## config.mk

```make
export PLATFORM = sky130hd
export DESIGN_NAME = yd_int_ctrl
export DESIGN_NICKNAME = d
export VERILOG_FILES = /design/src/rtl/yd_int_ctrl.sv
export SDC_FILE = /design/constraint.sdc
export NUM_CORES = 1
export LEC_CHECK = 0
export ABC_AREA = 0
export CORE_AREA = 2 2 61 78
export DETAILED_ROUTE_END_ITERATION = 10
export DIE_AREA = 0 0 63 80
export PLACE_DENSITY_LB_ADDON = 0.05
export REMOVE_ABC_BUFFERS = 1
export SLEW_MARGIN = 20
export SYNTH_ARGS = -nofsm -noshare
export SYNTH_HDL_FRONTEND = slang
export SYNTH_SLANG_ARGS = --single-unit
```

## constraint.sdc

```tcl
create_clock -name clk -period 1.9 [get_ports clk]
set_input_delay 0.57 -clock clk [delete_from_list [all_inputs] [get_ports clk]]
set_output_delay 0.57 -clock clk [all_outputs]
set_load 0.02 [all_outputs]
```

## src/rtl/yd_int_ctrl.sv

```systemverilog
// yd_int_ctrl: single-source interrupt controller for the Yduck 16-bit core.
// It sits between the core's two register-file write ports and the register file.
// On an accepted interrupt it takes over both write ports for one cycle. Port 0
// writes the vector into the PC register. Port 1 saves the current PC.
// The "in interrupt" state stays set until the ISR jumps back to the saved PC.
//
// Optional build macro YD_INT_PENDING_EN adds a pending flop. A request that
// arrives while the controller is not ready is latched and serviced at the
// first ready cycle. Without the macro, the source must hold int_vld.
//
// Handshake: int_vld/int_rdy complete in the same cycle (acc = req & int_rdy).
// int_rdy never depends on int_vld. The source may drop int_vld only after a
// cycle in which both were high.
module yd_int_ctrl #(
    parameter int              DW        = 16,
    parameter int              AW        = 4,
    parameter logic [AW-1:0]   PC_ADDR   = 4'hF,
    parameter logic [AW-1:0]   SAVE_ADDR = 4'hE,
    parameter logic [DW-1:0]   INT_VEC   = 16'h0010
) (
    input  logic          clk,
    input  logic          rst,
    input  logic          int_vld,
    output logic          int_rdy,
    input  logic [DW-1:0] PC,
    input  logic          jpc,
    output logic          int_jpc,
    output logic          inp,
    input  logic [DW-1:0] din0,
    input  logic [AW-1:0] waddr0,
    input  logic          we0,
    input  logic [DW-1:0] din1,
    input  logic [AW-1:0] waddr1,
    input  logic          we1,
    output logic [DW-1:0] int_din0,
    output logic [AW-1:0] int_waddr0,
    output logic          int_we0,
    output logic [DW-1:0] int_din1,
    output logic [AW-1:0] int_waddr1,
    output logic          int_we1
);

    logic          inp_q, inp_d;
    logic [DW-1:0] epc_q, epc_d;
    logic          req;
    logic          acc;
    logic          ret;

`ifdef YD_INT_PENDING_EN
    logic          pending_q, pending_d;
`endif

    // Handshake decode: ready, effective request, accept and return detection.
    always_comb begin
        int_rdy = ~rst & ~inp_q & ~jpc;
`ifdef YD_INT_PENDING_EN
        req     = int_vld | pending_q;
`else
        req     = int_vld;
`endif
        acc     = req & int_rdy;
        ret     = inp_q & jpc & we0 & (waddr0 == PC_ADDR) & (din0 == epc_q);
    end

    // Write-port mux: pass the core through, or hijack both ports on accept.
    // The squashed core writes re-execute after return, because their PC is
    // the value that gets saved.
    always_comb begin
        int_din0   = din0;
        int_waddr0 = waddr0;
        int_we0    = we0;
        int_din1   = din1;
        int_waddr1 = waddr1;
        int_we1    = we1;
        int_jpc    = jpc;
        if (acc) begin
            int_din0   = INT_VEC;
            int_waddr0 = PC_ADDR;
            int_we0    = 1'b1;
            int_din1   = PC;
            int_waddr1 = SAVE_ADDR;
            int_we1    = 1'b1;
            int_jpc    = 1'b1;
        end
    end

    // Next-state logic. Priority is rst > ret > acc.
    // acc and ret are mutually exclusive, because int_rdy is low while inp is set.
    always_comb begin
        inp_d = inp_q;
        epc_d = epc_q;
        if (rst) begin
            inp_d = 1'b0;
            epc_d = '0;
        end else if (ret) begin
            inp_d = 1'b0;
        end else if (acc) begin
            inp_d = 1'b1;
            epc_d = PC;
        end
    end

`ifdef YD_INT_PENDING_EN
    // Pending latch: remember a request that arrived while not ready.
    always_comb begin
        pending_d = pending_q;
        if (rst) begin
            pending_d = 1'b0;
        end else if (acc) begin
            pending_d = 1'b0;
        end else if (int_vld & ~int_rdy) begin
            pending_d = 1'b1;
        end
    end

    // Pending flop.
    always_ff @(posedge clk) begin
        pending_q <= pending_d;
    end
`endif

    // State registers.
    always_ff @(posedge clk) begin
        inp_q <= inp_d;
        epc_q <= epc_d;
    end

    assign inp = inp_q;

endmodule

```

Word-level counts from Yosys, hierarchy flattened
Cells that the tools add are included.
{"block": "totals", "regBits": 17, "latch_bits": 0, "ramBits": 0, "romBits": 0, "inputBits": 62, "out_inout_bits": 45, "wordCells": 24, "mem_count": 0}
{"block": "classes", "add_sub_neg": 0, "mul": 0, "div": 0, "n_lt_le_gt_ge": 0, "eq_ne": 2, "shifts": 0, "mux": 7, "bitwise_logic": 11, "reduce_logical": 2}
{"operator": "$mux W16", "count": 2}
{"operator": "$eq A16 B16 Y1", "count": 1}
{"operator": "$mux W4", "count": 2}
{"operator": "$and A1 B1 Y1", "count": 7}
{"operator": "$eq A4 B4 Y1 const B", "count": 1}
{"operator": "$not A1 Y1", "count": 4}
{"operator": "$mux W1", "count": 3}
{"operator": "$reduce_and A2 Y1", "count": 1}
{"operator": "$reduce_or A2 Y1", "count": 1}

Depth between registers and ports, before layout
Gate-level depths: netlist (run 1).
{"block": "logic_depth", "word_depth": 6, "mapped_depth": 7, "ltp_nobuf": 4}

Worst setup path after synthesis (run 1)
OpenSTA, ideal clock, no wires.
{"block": "synth_timing", "kind": "input -> output", "from": "in rst", "to": "out int_din1[10]", "arrival_time_ns": 1.634, "required_time_ns": 1.330, "path_slack_ns": -0.304, "cell_stages": 7, "path_buffers": 3, "path_cell_list": "buf_6 > nor3_4 > nand2_1 > buf_2 > buf_6 > nand2_1 > nand2_1"}
{"block": "synth_via", "elab_chain_len": 5}
{"item": "start: declaration", "line_no": "22", "text": "input logic rst,"}
{"item": "$not A1 Y1", "line_no": "55", "text": "int_rdy = ~rst & ~inp_q & ~jpc;"}
{"item": "$and A1 B1 Y1 (2 in a row)", "line_no": "55"}
{"item": "net int_rdy", "line_no": "24", "text": "output logic int_rdy,"}
{"item": "$and A1 B1 Y1", "line_no": "61", "text": "acc = req & int_rdy;"}
{"item": "$mux W16", "line_no": "76", "text": "if (acc) begin"}
{"item": "end: declaration", "line_no": "38", "text": "output logic [DW-1:0] int_din1,"}
The timed path passes the listed nets, and every way through them passes these cells.

Worst setup path after layout (run 1)
{"block": "layout_timing", "from": "in rst", "to": "out int_din0[10]"}
{"block": "layout_via", "elab_chain_len": 5}
{"item": "$not A1 Y1", "line_no": "55"}
{"item": "$and A1 B1 Y1 (2 in a row)", "line_no": "55"}
{"item": "$and A1 B1 Y1", "line_no": "61"}
{"item": "$mux W16", "line_no": "76"}
{"item": "end: declaration", "line_no": "35", "text": "output logic [DW-1:0] int_din0,"}
No other way between the ends.

==> results of run 1 <==
state kept, by name, indices dropped and copies added, names as in the netlist:
register,cells
epc_q,16
inp,1
power breakdown:
group | internal [mW] | total [mW] | switching (mW)
clock network | 0.149 | 0.273 | 0.124
registers | 0.369 | 0.378 | 0.00904
logic | 0.374 | 0.630 | 0.256
final cells by class:
cell class | count | area share
Timing Repair Buffer | 160 | 0.535
Multi-Input combinational cell | 135 | 0.308
Sequential cell | 17 | 0.115
Tap cell | 58 | 0.0246
Inverter | 1 | 0.00127
Clock buffer | 4 | 0.0153
worst max path at each step:
stage | start | to | slack [ns] | depth (start not counted)
final | rst | int_din0[10] | -0.25 | 6
after global placement | rst | int_din0[7] | -1.01 | 6
after CTS | jpc | int_din1[1] | -0.25 | 7
after detailed placement | rst | int_din1[0] | -1.02 | 7
after global routing | rst | int_din1[14] | -0.29 | 8
after floorplan | rst | int_din0[0] | -0.76 | 3
layer usage:
layer,routed length [um],up-vias,share of wire
met2,2450,65,0.53
met3,340,5,0.074
met1,1770,688,0.38
met5,0,-,0
met4,51,0,0.011
li1,-,828,-
critical path, delay by kind of cell:
family | cells | cell delay (ns)
buf+inv | 3 | 0.43
simple gates | 3 | 0.56
placed cells by master, fill, tap and decap left out, types with 4 or more instances in the layout:
cell             netlist  routed
clkdlybuf4s50_1        0      58
buf_4                  0      45
nand2_1               65      42
buf_6                  3      41
a21oi_1               17      17
dfxtp_1               17      17
nand2_2                0      16
xor2_1                12      12
nand2b_4               0      11
and2_4                 0      10
nand2_4                0       7
and2_1                17       7
buf_2                  1       7
xnor2_1                4       4
repair_timing:
| item | CTS | global route |
|---|---|---|
| gates cloned | 2 | 2 |
| gates resized for setup | 250 | 73 |
| buffers inserted | 5 | 5 |
| pin swaps | 10 | 18 |
| endpoints found under the setup margin | 45 | 44 |
cell families after synthesis:
kind of cell | after synthesis | synth area share
flops | 17 | 0.302
simple gates | 101 | 0.423
xor+xnor | 16 | 0.124
buf+inv | 11 | 0.0677
compound gates | 18 | 0.0832
metrics by stage:
step	instances	power [mW]	TNS, ns	hold slack (ns)
final	375	1.28	-8.38	0.466
after global routing	375	1.35	-10.23	0.485
after CTS	371	1.21	-6.35	0.469
after detailed placement	360	0.919	-44.85	0.459
after global placement	360	0.917	-44.67	0.454
after floorplan	153	0.574	-32.43	0.442
==> results, run 1 <==
- The worst-case clock skew is 0.00390 ns.
- The number of different library cells used by synthesis comes to 18.
- The end of the worst hold path is epc_q[12].
- The number of rows created at floorplan is 27.
- The number of global-route vias before repair is 1578.
- For the worst setup path, the data required time is 1.33 ns.
- Setup slack on the critical path of the routed design comes to -0.247 ns.
- The number of cells on the worst reg-to-reg path is 7.
- Registers take 340 um2.
- The layout has 397 filler cells.
- The finished cells cover 0.00295 mm2.
- In the routed layout, each cell is associated on average with a via count of 4.23.
- The number of pins with negative max-slew slack in the final report is 0.
- Counting along the longest clock path gives a buffer depth of 2.
- Once detailed placement completed, the half-perimeter wirelength came to 3.04 mm.
- The tree is rooted in a clkbuf_8.
- After global routing the overflow that remains totals 0.
- The proportion of register bits with asynchronous set or reset after synthesis is 0.
- The first global-routing pass estimated 7.14 mm of wire.
- The fraction of the cycle the final worst path needs is 1.13.
- The total iterations of the first detailed-routing run is 4.
- In this run, synthesis inferred 0 flip-flops with an integrated enable.
- Setup repair after global routing could not meet its margin everywhere.
- TritonCTS built the clock tree.
- The placeable core region is 0.00429 mm2.
- The category of the most critical setup path is input pin to output pin.
- The final-stage net count is 380.
- The maximum ir drop on the vdd rail is 0.292 mV.
- The initial antenna violation count is 0.
- For flop-to-flop paths, the worst setup slack is 0.40 ns.
- The initial utilization of the core area, before any placement, comes to 0.263.
- The worst setup path is captured at an output pin.
- After clock tree synthesis, the clock-pin slew on the worst setup and hold paths is 0.06 ns.
- Of the synthesized area, sequential elements account for 0.302.
- The post-placement setup slack is -1.02 ns.
- The die footprint is 0.00504 mm2.
- The cell with the most instances after synthesis is nand2_1.
- The cell count after synthesis came out at 163.
- For this design, the slowest cell found on the critical path is nor3_4.
- The routing usage on met1 is 0.201.
- The DRC violation count after routing is 0.
- After the first detailed-routing iteration, the DRC count stood at 38.
- At the pin with the least slew margin, the transition time is 0.342 ns.
- The count of port buffers added during placement is 106.
- The mean post-synth cell area is 6.92 um2.
- The cell count of the worst hold path is 2.
- The hold path startpoint is epc_q[12].
- For the worst setup path, the data arrival time is 1.58 ns.
- The worst register-to-register path begins at inp.
- For this run, the top clock speed supported by timing is 466 MHz.
- The minimum clock period is 2.15 ns.
- By count the netlist is led by 65 x nand2_1, 17 x a21oi_1, 17 x and2_1, 17 x dfxtp_1, 12 x xor2_1.
- In this run the tightest slew margin relative to its limit is 0.770.
- Among all flip-flop cells after synthesis, the most frequent one is dfxtp_1.
- The global routing met3 resource utilization is 0.0409.
- TritonCTS created 3 clock buffers.
- Dividing the detail-routed wire length by the instance count gives 12.3 um.
- The longest individual stage delay on the worst path is 0.24 ns.
- The layout-stage area growth over the synthesis result is 162%.
- Clock tree synthesis found a total of 17 sinks.
- Summing over every cut layer, the via total after detailed routing is 1586.
- The count of nets left with antenna violations once routing finished came out at 0.
- The cell area power density is 434 mW/mm2.
- In this run, synthesis produced a sequential element count of 17.
- The leakage power figure is 1.46 nW.
- The total of endpoints with negative setup slack in the final report is 43.
- The count of hold buffers inserted by post-cts repair is 0.
- Clock latency on the worst-skew pair, taken at its later pin, is 0.25 ns.
- The die outline width is 63 um.
- The layer with the highest usage after global routing is met2.
- The number of max-cap violations is 0.
- The final reports fail on negative setup slack.
- Summed over all instances, the cell type with the most area after synthesis is dfxtp_1.
- The weighted congestion reported at the end of routability-driven placement is 0.675.
- At the end of the flow the core is filled with cells to 0.688.
- The multi-input combinational cells in the finished layout cover a total of 911 um2.
- Of the post-synthesis cell area, the dominant cell type holds 0.302.
- The total inserted antenna cells is 0.
- The global routing usage on met2 is 0.320.
- The class of the tightest hold or removal check is flop to flop.
- Across every metal layer, demand over resource in global routing totals 0.176.
- The largest fanout on the critical path is 13.
- The sum of routed wire length over all layers is 4.62 mm.
- The nature of the critical path startpoint is an input pin.
- The hold violation total from the final report is 0.
- Traced cell by cell, the critical path runs through buf_8 -> nor3_4 -> nand2_4 -> buf_12 -> and2_1 -> buf_2.
- The total number of H-tree levels is 1.
- 107 I/O pins were placed.
- The floorplan step set the die height to 80 um.
- The run finished, with violations left.
- By area the synthesized netlist is led by dfxtp_1 30%, nand2_1 22%, and2_1 9.4%.
- Entering global routing, the biggest net connects 18 pins.
- The cell area that synthesis handed to floorplanning was 0.00113 mm2.
- After detailed placement, the total cell area comes to 0.00254 mm2.
- The share of cells above drive strength 1 is 0.467.
- The number of synthesis warnings is 0.
- In this run the critical register-to-register path is captured at epc_q[7].
(Power assumes the default switching activity.)
==> inputs of run 2 (changes only) <==
Settings changed: CORE_AREA 2 2 61 78 to 2 2 60 76, CTS_BUF_LIST set to sky130_fd_sc_hd__clkbuf_4 sky130_fd_sc_hd__clkbuf_8, DIE_AREA 0 0 63 80 to 0 0 62 78.
==> run 2 against run 1 <==
Power up 3.6%; critical endpoint is now int_din1[1]; worst hold slack hardly changed; wire length is 1.7% lower; the flow still finishes with violations (negative setup slack); core utilization is 7.1 points higher; critical path type unchanged; via count increased by 3.5%; cell count increased by 0.27%; largest cell class unchanged.
==> results, run 2 (synthesized netlist as in run 1, its figures left out) <==
- The maximum ir drop on the vdd rail is 0.314 mV (+7.6%).
- Setup repair after global routing could not meet its margin everywhere.
- The number of rows created at floorplan was 26 (-3.7%).
- The largest fanout on the critical path came to 7 (-6).
- TritonCTS built the clock tree.
- The total power consumption of the routed design came to 1.33 mW (+3.6%).
- The violation count after the first detailed-route iteration came to 21 (-45%).
- The design area is 0.00309 mm2 (+4.6%).
- The DRC violation count after routing is 0 (unchanged).
- The detailed placement HPWL is 3.15 mm (+3.7%).
- The pin count of the biggest net entering global routing is 18 (unchanged).
- In this design, the critical path's most frequently occurring cell is buf_6.
- The wire length of the first global-routing pass is 7.09 mm (-0.77%).
- The transition at the pin with the smallest max-transition slack is 0.333 ns (-0.00911 ns).
- The worst register-to-register path ends at epc_q[12].
- The cell count of the worst hold path came to 2 (unchanged).
- The longest individual stage delay on the worst path came to 0.25 ns (about the same).
- The post-placement cell area is 0.00253 mm2 (-0.20%).
- The final hold slack came to 0.466 ns (+0.0000120 ns).
- The wire length per cell after detailed routing came to 12.1 um (-2.0%).
- The required time reported for the critical path endpoint was 1.33 ns (about the same).
- The number of max-cap violations is 0 (unchanged).
- The checks that failed: negative setup slack.
- In the layout the commonest cells are 58 x clkdlybuf4s50_1, 50 x buf_6, 43 x buf_4.
- The end-of-flow core utilization is 0.759 (+0.0711).
- The class of the tightest hold or removal check is flop to flop.
- The flow ran to the end, but the final reports show violations.
- The end point of the critical path is int_din1[1].
- The remaining antenna violation count after routing is 0 (unchanged).
- The total number of H-tree levels is 1 (unchanged).
- The hold violation total from the final report is 0 (unchanged).
- The vias after detailed routing came to 1641 (+3.5%).
- The reg-to-reg startpoint is inp.
- The count of port buffers added during placement is 106 (unchanged).
- The final-stage net count is 383 (+0.79%).
- The die outline width came to 62 um (-1.6%).
- The type of destination of the critical path is an output pin.
- The total of endpoints with negative setup slack in the final report is 43 (unchanged).
- The overall routing resource usage is 0.191 (+0.0153).
- The leakage power figure came to 1.47 nW (+1.2%).
- The category of the most critical setup path is input pin to output pin.
- The signal arrival time at the worst endpoint is 1.60 ns (+0.02 ns).
- The least setup slack across all paths after layout is -0.270 ns (-0.0231 ns).
- The clock-pin transition on the worst setup and hold timing paths is 0.06 ns (about the same).
- The overall die height is 78 um (-2.5%).
- The nature of the critical path startpoint is an input pin.
- The worst-case clock skew is 0.00407 ns (+0.000175 ns).
- The ratio of routed vias to standard cells is 4.36 (+3.2%).
- Compared with the post-synthesis result, the final layout area differs by 174%.
- The launch point of the critical path is rst.
- The post-route non-filler standard cell count came to 376 (+0.27%).
- The die footprint came to 0.00484 mm2 (-4.0%).
- The slowest cell on the critical path is nor3_4.
- The initial antenna violation count is 0 (unchanged).
- The maximum buffer depth of the clock tree is 2 (unchanged).
- The fmax came to 461 MHz (-1.1%).
- The length in cells of the worst reg-to-reg path is 6 (-1).
- The placeable core region is 0.00407 mm2 (-5.2%).
- The count of hold buffers inserted by post-cts repair is 0 (unchanged).
- The clock sink count is 17 (unchanged).
- The most common library cell in the layout ignoring fill and taps is clkdlybuf4s50_1.
- The number of top-level design ports is 107 (unchanged).
- The starting density of the core is 0.277 (+0.0145).
- The tightest slew margin relative to the limit is 0.776 (+0.00613).
- The post-placement cell count came to 359 (-0.28%).
- The number of buffers created by CTS is 3 (unchanged).
- The number of flip-flops under the largest register name is 16 (unchanged).
- The number of global-route vias before repair is 1605 (+1.7%).
- The remaining global-route overflow is 0 (unchanged).
- The share of cells above drive strength 1 is 0.544 (+0.0769).
- The clock root buffer is clkbuf_8.
- The clock latency on the worst-skew pair is 0.25 ns (about the same).
- The total iterations of the first detailed-routing run is 3 (-1).
- The number of pins with negative max-slew slack in the final report is 0 (unchanged).
- The post-placement setup slack is -1.07 ns (-0.0506 ns).
- The total inserted antenna cells is 0 (unchanged).
- The sum of routed wire length over all layers is 4.54 mm (-1.7%).
- The fraction of the cycle the final worst path needs is 1.14 (+0.0121).
- The minimum clock period is 2.17 ns (+0.0231 ns).
- The weighted congestion reported at the end of routability-driven placement is 0.684 (+1.4%).
- The register with the most flip-flops in the final layout is epc_q.
- The slack of the worst reg-to-reg path came to 0.57 ns (+0.17 ns).
- Walking the worst path, the cells encountered are buf_8 -> nor3_4 -> and2_4 -> buf_6 -> nand2_1 -> nand2_2 -> buf_6.
- The final setup TNS was -9.00 ns (-0.620 ns).
- The cell area power density is 430 mW/mm2 (-0.97%).
==> run 2: cell types whose count changed in the layout (fill, tap and decap cells not counted), moves of 2 or more <==
cell       delta
buf_6         +9
nand2_2      +15
buf_4         -2
and2_1        -7
nand2_1      -17
nand2_4       +2
buf_8         +3
clkbuf_16     -2
buf_2         -7
nand2b_1      +2
and2_4        +7
nand2b_4      -2
==> run 2: cell type report <==
class	count	area [um2]
Clock buffer	4	48.8
Sequential cell	17	340
Inverter	1	3.75
Tap cell	56	70.1
Timing Repair Buffer	163	1660
Fill cell	331	978
Multi-Input combinational cell	135	966
==> run 2: repair_timing <==
action,4_1_cts,5_1_grt
gates resized for setup,333,38
buffers inserted,7,3
endpoints found under the setup margin,45,44
pin swaps,43,15
cloned,5,0
==> run 2: worst max-delay path: cells and delay by family <==
| family | cells | cell delay, ns |
|---|---|---|
| buffers and inverters | 3 | 0.35 |
| AND/OR/NAND/NOR | 4 | 0.67 |
==> run 2: worst min-delay path by stage <==
stage               startpoint   endpoint
finish               epc_q[11]  epc_q[11]
global route          epc_q[9]   epc_q[9]
CTS                   epc_q[6]   epc_q[6]
detailed placement    epc_q[6]   epc_q[6]
floorplan            epc_q[10]  epc_q[10]
global placement      epc_q[2]   epc_q[2]
==> run 2: power breakdown <==
part	total, mW	leakage (nW)	switching (mW)	internal (mW)
logic	0.673	1.31	0.268	0.405
registers	0.378	0.138	0.00866	0.369
clock network	0.276	0.0262	0.113	0.163
total	1.33	1.47	0.390	0.937
==> run 2: metal layers <==
metal	share of wire	global-route usage	vias to the layer above
li1	-	-	833
met1	0.37	0.214	734
met2	0.55	0.351	70
met3	0.075	0.0300	4
met4	0.0084	0.0511	0
met5	0	0	-
==> inputs of run 3 (changes only) <==
Settings changed: CORE_AREA 2 2 60 76 to 2 2 57 73, DIE_AREA 0 0 62 78 to 0 0 59 75.
Clock period 1.9 ns to 2.4 ns, I/O delays scaled along.
==> run 3 against run 2 <==
The flow still finishes with violations (negative setup slack); count of clock-buffer cells in the layout shrank 1; power decreased by 27%; core utilization is 1.8 points lower; sequential cell count is the same; sequential share of layout area is 1.4 points higher; global-route usage is 1.2 points higher; combinational power is 33% lower; design area down 11%; highest routed layer unchanged.
==> results, run 3 (synthesized netlist as in run 1, its figures left out) <==
- The die outline width is 59 um (-4.8%).
- The layout-stage area growth over the synthesis result is 143%.
- The initial antenna violation count is 0 (unchanged).
- The clock-pin transition on the worst setup and hold timing paths came to 0.07 ns (about the same).
- The number of pins with negative max-slew slack in the final report came to 0 (unchanged).
- The hold violation total from the final report is 0 (unchanged).
- The DRC violation count after routing was 0 (unchanged).
- The final setup TNS came to -0.984 ns (+8.01 ns).
- The total of endpoints with negative setup slack in the final report was 24 (-44%).
- The cell area power density is 356 mW/mm2 (-17%).
- The most common library cell in the layout ignoring fill and taps is clkdlybuf4s50_1.
- The total iterations of the first detailed-routing run is 4 (+1).
- The remaining global-route overflow is 0 (unchanged).
- The share of power burned in combinational logic came to 0.466 (-0.041).
- The detailed placement HPWL is 3.14 mm (-0.27%).
- The wire length per cell after detailed routing is 12.6 um (+4.7%).
- The sequential cell area came to 340 um2 (unchanged).
- The clock latency on the worst-skew pair was 0.25 ns (about the same).
- The weighted congestion reported at the end of routability-driven placement is 0.709 (+3.6%).
- The register ranked first by flip-flop count is epc_q.
- The checks that failed: negative setup slack.
- The fmax is 402 MHz.
- The total number of H-tree levels came to 1 (unchanged).
- The number of flip-flops under the largest register name is 16 (unchanged).
- The number of rows created at floorplan came to 25 (-3.8%).
- TritonCTS built the clock tree.
- The worst-case clock skew was 0.00138 ns (-0.00269 ns).
- The maximum ir drop on the vdd rail is 0.299 mV (-5.0%).
- The ratio of routed vias to standard cells came to 4.53 (+3.8%).
- The starting density of the core came to 0.305 (+0.0282).
- The maximum buffer depth of the clock tree came to 2 (unchanged).
- The category of the most critical setup path is input pin to output pin.
- The overall die height is 75 um (-3.8%).
- In the layout the commonest cells are 59 x clkdlybuf4s50_1, 47 x buf_4, 44 x nand2_1.
- The net switching power is 0.304 mW (-22%).
- The smallest clock period supported by the final layout is computed as 2.49 ns.
- The design internal power is 0.670 mW (-28%).
- The final-stage net count came to 380 (-0.78%).
- The least setup slack across all paths after layout is -0.0881 ns (+0.182 ns).
- The wire length of the first global-routing pass was 6.74 mm (-4.9%).
- The worst setup path is captured at an output pin.
- The number of fillers in the final layout is 300 (-9.4%).
- The pin count of the biggest net entering global routing is 18 (unchanged).
- Setup repair after global routing could not meet its margin everywhere.
- The path class of the tightest hold or removal check is flop to flop.
- The area used by multi-input combinational logic is 816 um2 (-16%).
- The total inserted antenna cells is 0 (unchanged).
- The share of power burned in registers was 0.307 (+0.022).
- The transition at the pin with the smallest max-transition slack came to 0.407 ns (+0.0737 ns).
- The placeable core region is 0.00369 mm2 (-9.2%).
- The total power consumption of the routed design is 0.975 mW (-27%).
- The number of global-route vias before repair is 1472 (-8.3%).
- The tightest slew margin relative to the limit is 0.726 (-0.0496).
- The largest fanout on the critical path is 5 (-2).
- The post-route non-filler standard cell count is 357 (-5.1%).
- The sum of routed wire length over all layers was 4.52 mm (-0.55%).
- The number of buffers created by CTS was 3 (unchanged).
- The part of the power in the clock network is 0.227 (+0.019).
- The count of port buffers added during placement is 106 (unchanged).
- The nature of the critical path startpoint is an input pin.
- The overall routing resource usage is 0.203 (+0.0120).
- The remaining antenna violation count after routing was 0 (unchanged).
- The fraction of the cycle the final worst path needs is 1.04.
- The violation count after the first detailed-route iteration is 43 (+100%).
- The post-placement cell count was 342 (-4.7%).
- The vias after detailed routing was 1617 (-1.5%).
- The share of total power consumed by net switching is 0.312 (+0.0184).
- The number of top-level design ports is 107 (unchanged).
- The tree is rooted in a clkbuf_8.
- The signal arrival time at the worst endpoint is 1.77 ns (+0.17 ns).
- The share of cells above drive strength 1 is 0.416 (-0.127).
- The final hold slack is 0.467 ns (+0.00150 ns).
- The flow ran to the end, but the final reports show violations.
- The number of max-cap violations is 0 (unchanged).
- The clock sink count is 17 (unchanged).
- The leakage power figure is 1.33 nW (-9.8%).
- The required time reported for the critical path endpoint is 1.68 ns (+0.35 ns).
- The die footprint is 0.00443 mm2 (-8.5%).
-- run 3: changes by cell type in the layout (fill, tap and decap cells not counted), moves of 10 or more --
cell / previous run / this run
buf_6: 50 / 26
buf_2: 0 / 20
nand2_1: 25 / 44
nand2_2: 31 / 14
and2_1: 0 / 10
and2_4: 17 / 7
-- run 3: per-stage QoR --
step,instance area [um2],worst slack [ns],utilization
3_3_place_gp,2510,-0.823,0.681
5_1_grt,2740,-0.147,0.742
6_report,2740,-0.0881,0.742
3_5_place_dp,2510,-0.874,0.681
4_1_cts,2630,-0.0562,0.714
2_1_floorplan,1050,-0.558,-
-- run 3: final cells by class --
cell class	instances	area share
repair buffers	160	0.540
clock buffers	3	0.0151
well taps	40	0.0183
flip-flops and latches	17	0.124
multi-input cells	135	0.298
clock inverters	1	0.00274
inverters	1	0.00137
-- run 3: critical path: stages --
cell	delay (ns)
buf_8	0.10
nor3_4	0.27
and2_4	0.23
buf_6	0.14
nand2_1	0.10
nand2_2	0.09
buf_6	0.11
-- run 3: repair_timing --
action                                 4_1_cts  5_1_grt
hold buffers                                 0        0
setup buffers                                5        4
resized for setup                          225       50
endpoints found under the hold margin        0        0
setup endpoints to repair                   44       43
pin swaps                                    9       13
gates cloned                                 3        0
-- run 3: power by group through the flow --
| stage | combinational (mW) | clock, mW | sequential (mW) |
|---|---|---|---|
| after floorplan | 0.148 | 0 | 0.307 |
| after global placement | 0.419 | 0 | 0.305 |
| after detailed placement | 0.422 | 0 | 0.306 |
| after CTS | 0.431 | 0.225 | 0.299 |
| after global routing | 0.485 | 0.246 | 0.300 |
| final | 0.454 | 0.221 | 0.299 |
-- run 3: path summary, 6_finish.rpt --
| check | startpoint | end | slack (ns) | depth (start not counted) |
|---|---|---|---|---|
| max | rst | int_din1[3] | -0.09 | 7 |
| min | epc_q[11] | epc_q[11] | 0.47 | 2 |
| max reg2reg | inp | epc_q[13] | 0.71 | 9 |
| min reg2reg | epc_q[11] | epc_q[11] | 0.47 | 2 |
-- run 3: layer usage --
metal  routed length (um)  vias to the layer above  global-route usage
met3                  393                        2              0.0533
met5                    0                        -                   0
met1                 1720                      718               0.231
li1                     -                      824                   -
met2                 2370                       73               0.368
met4                   29                        0              0.0606
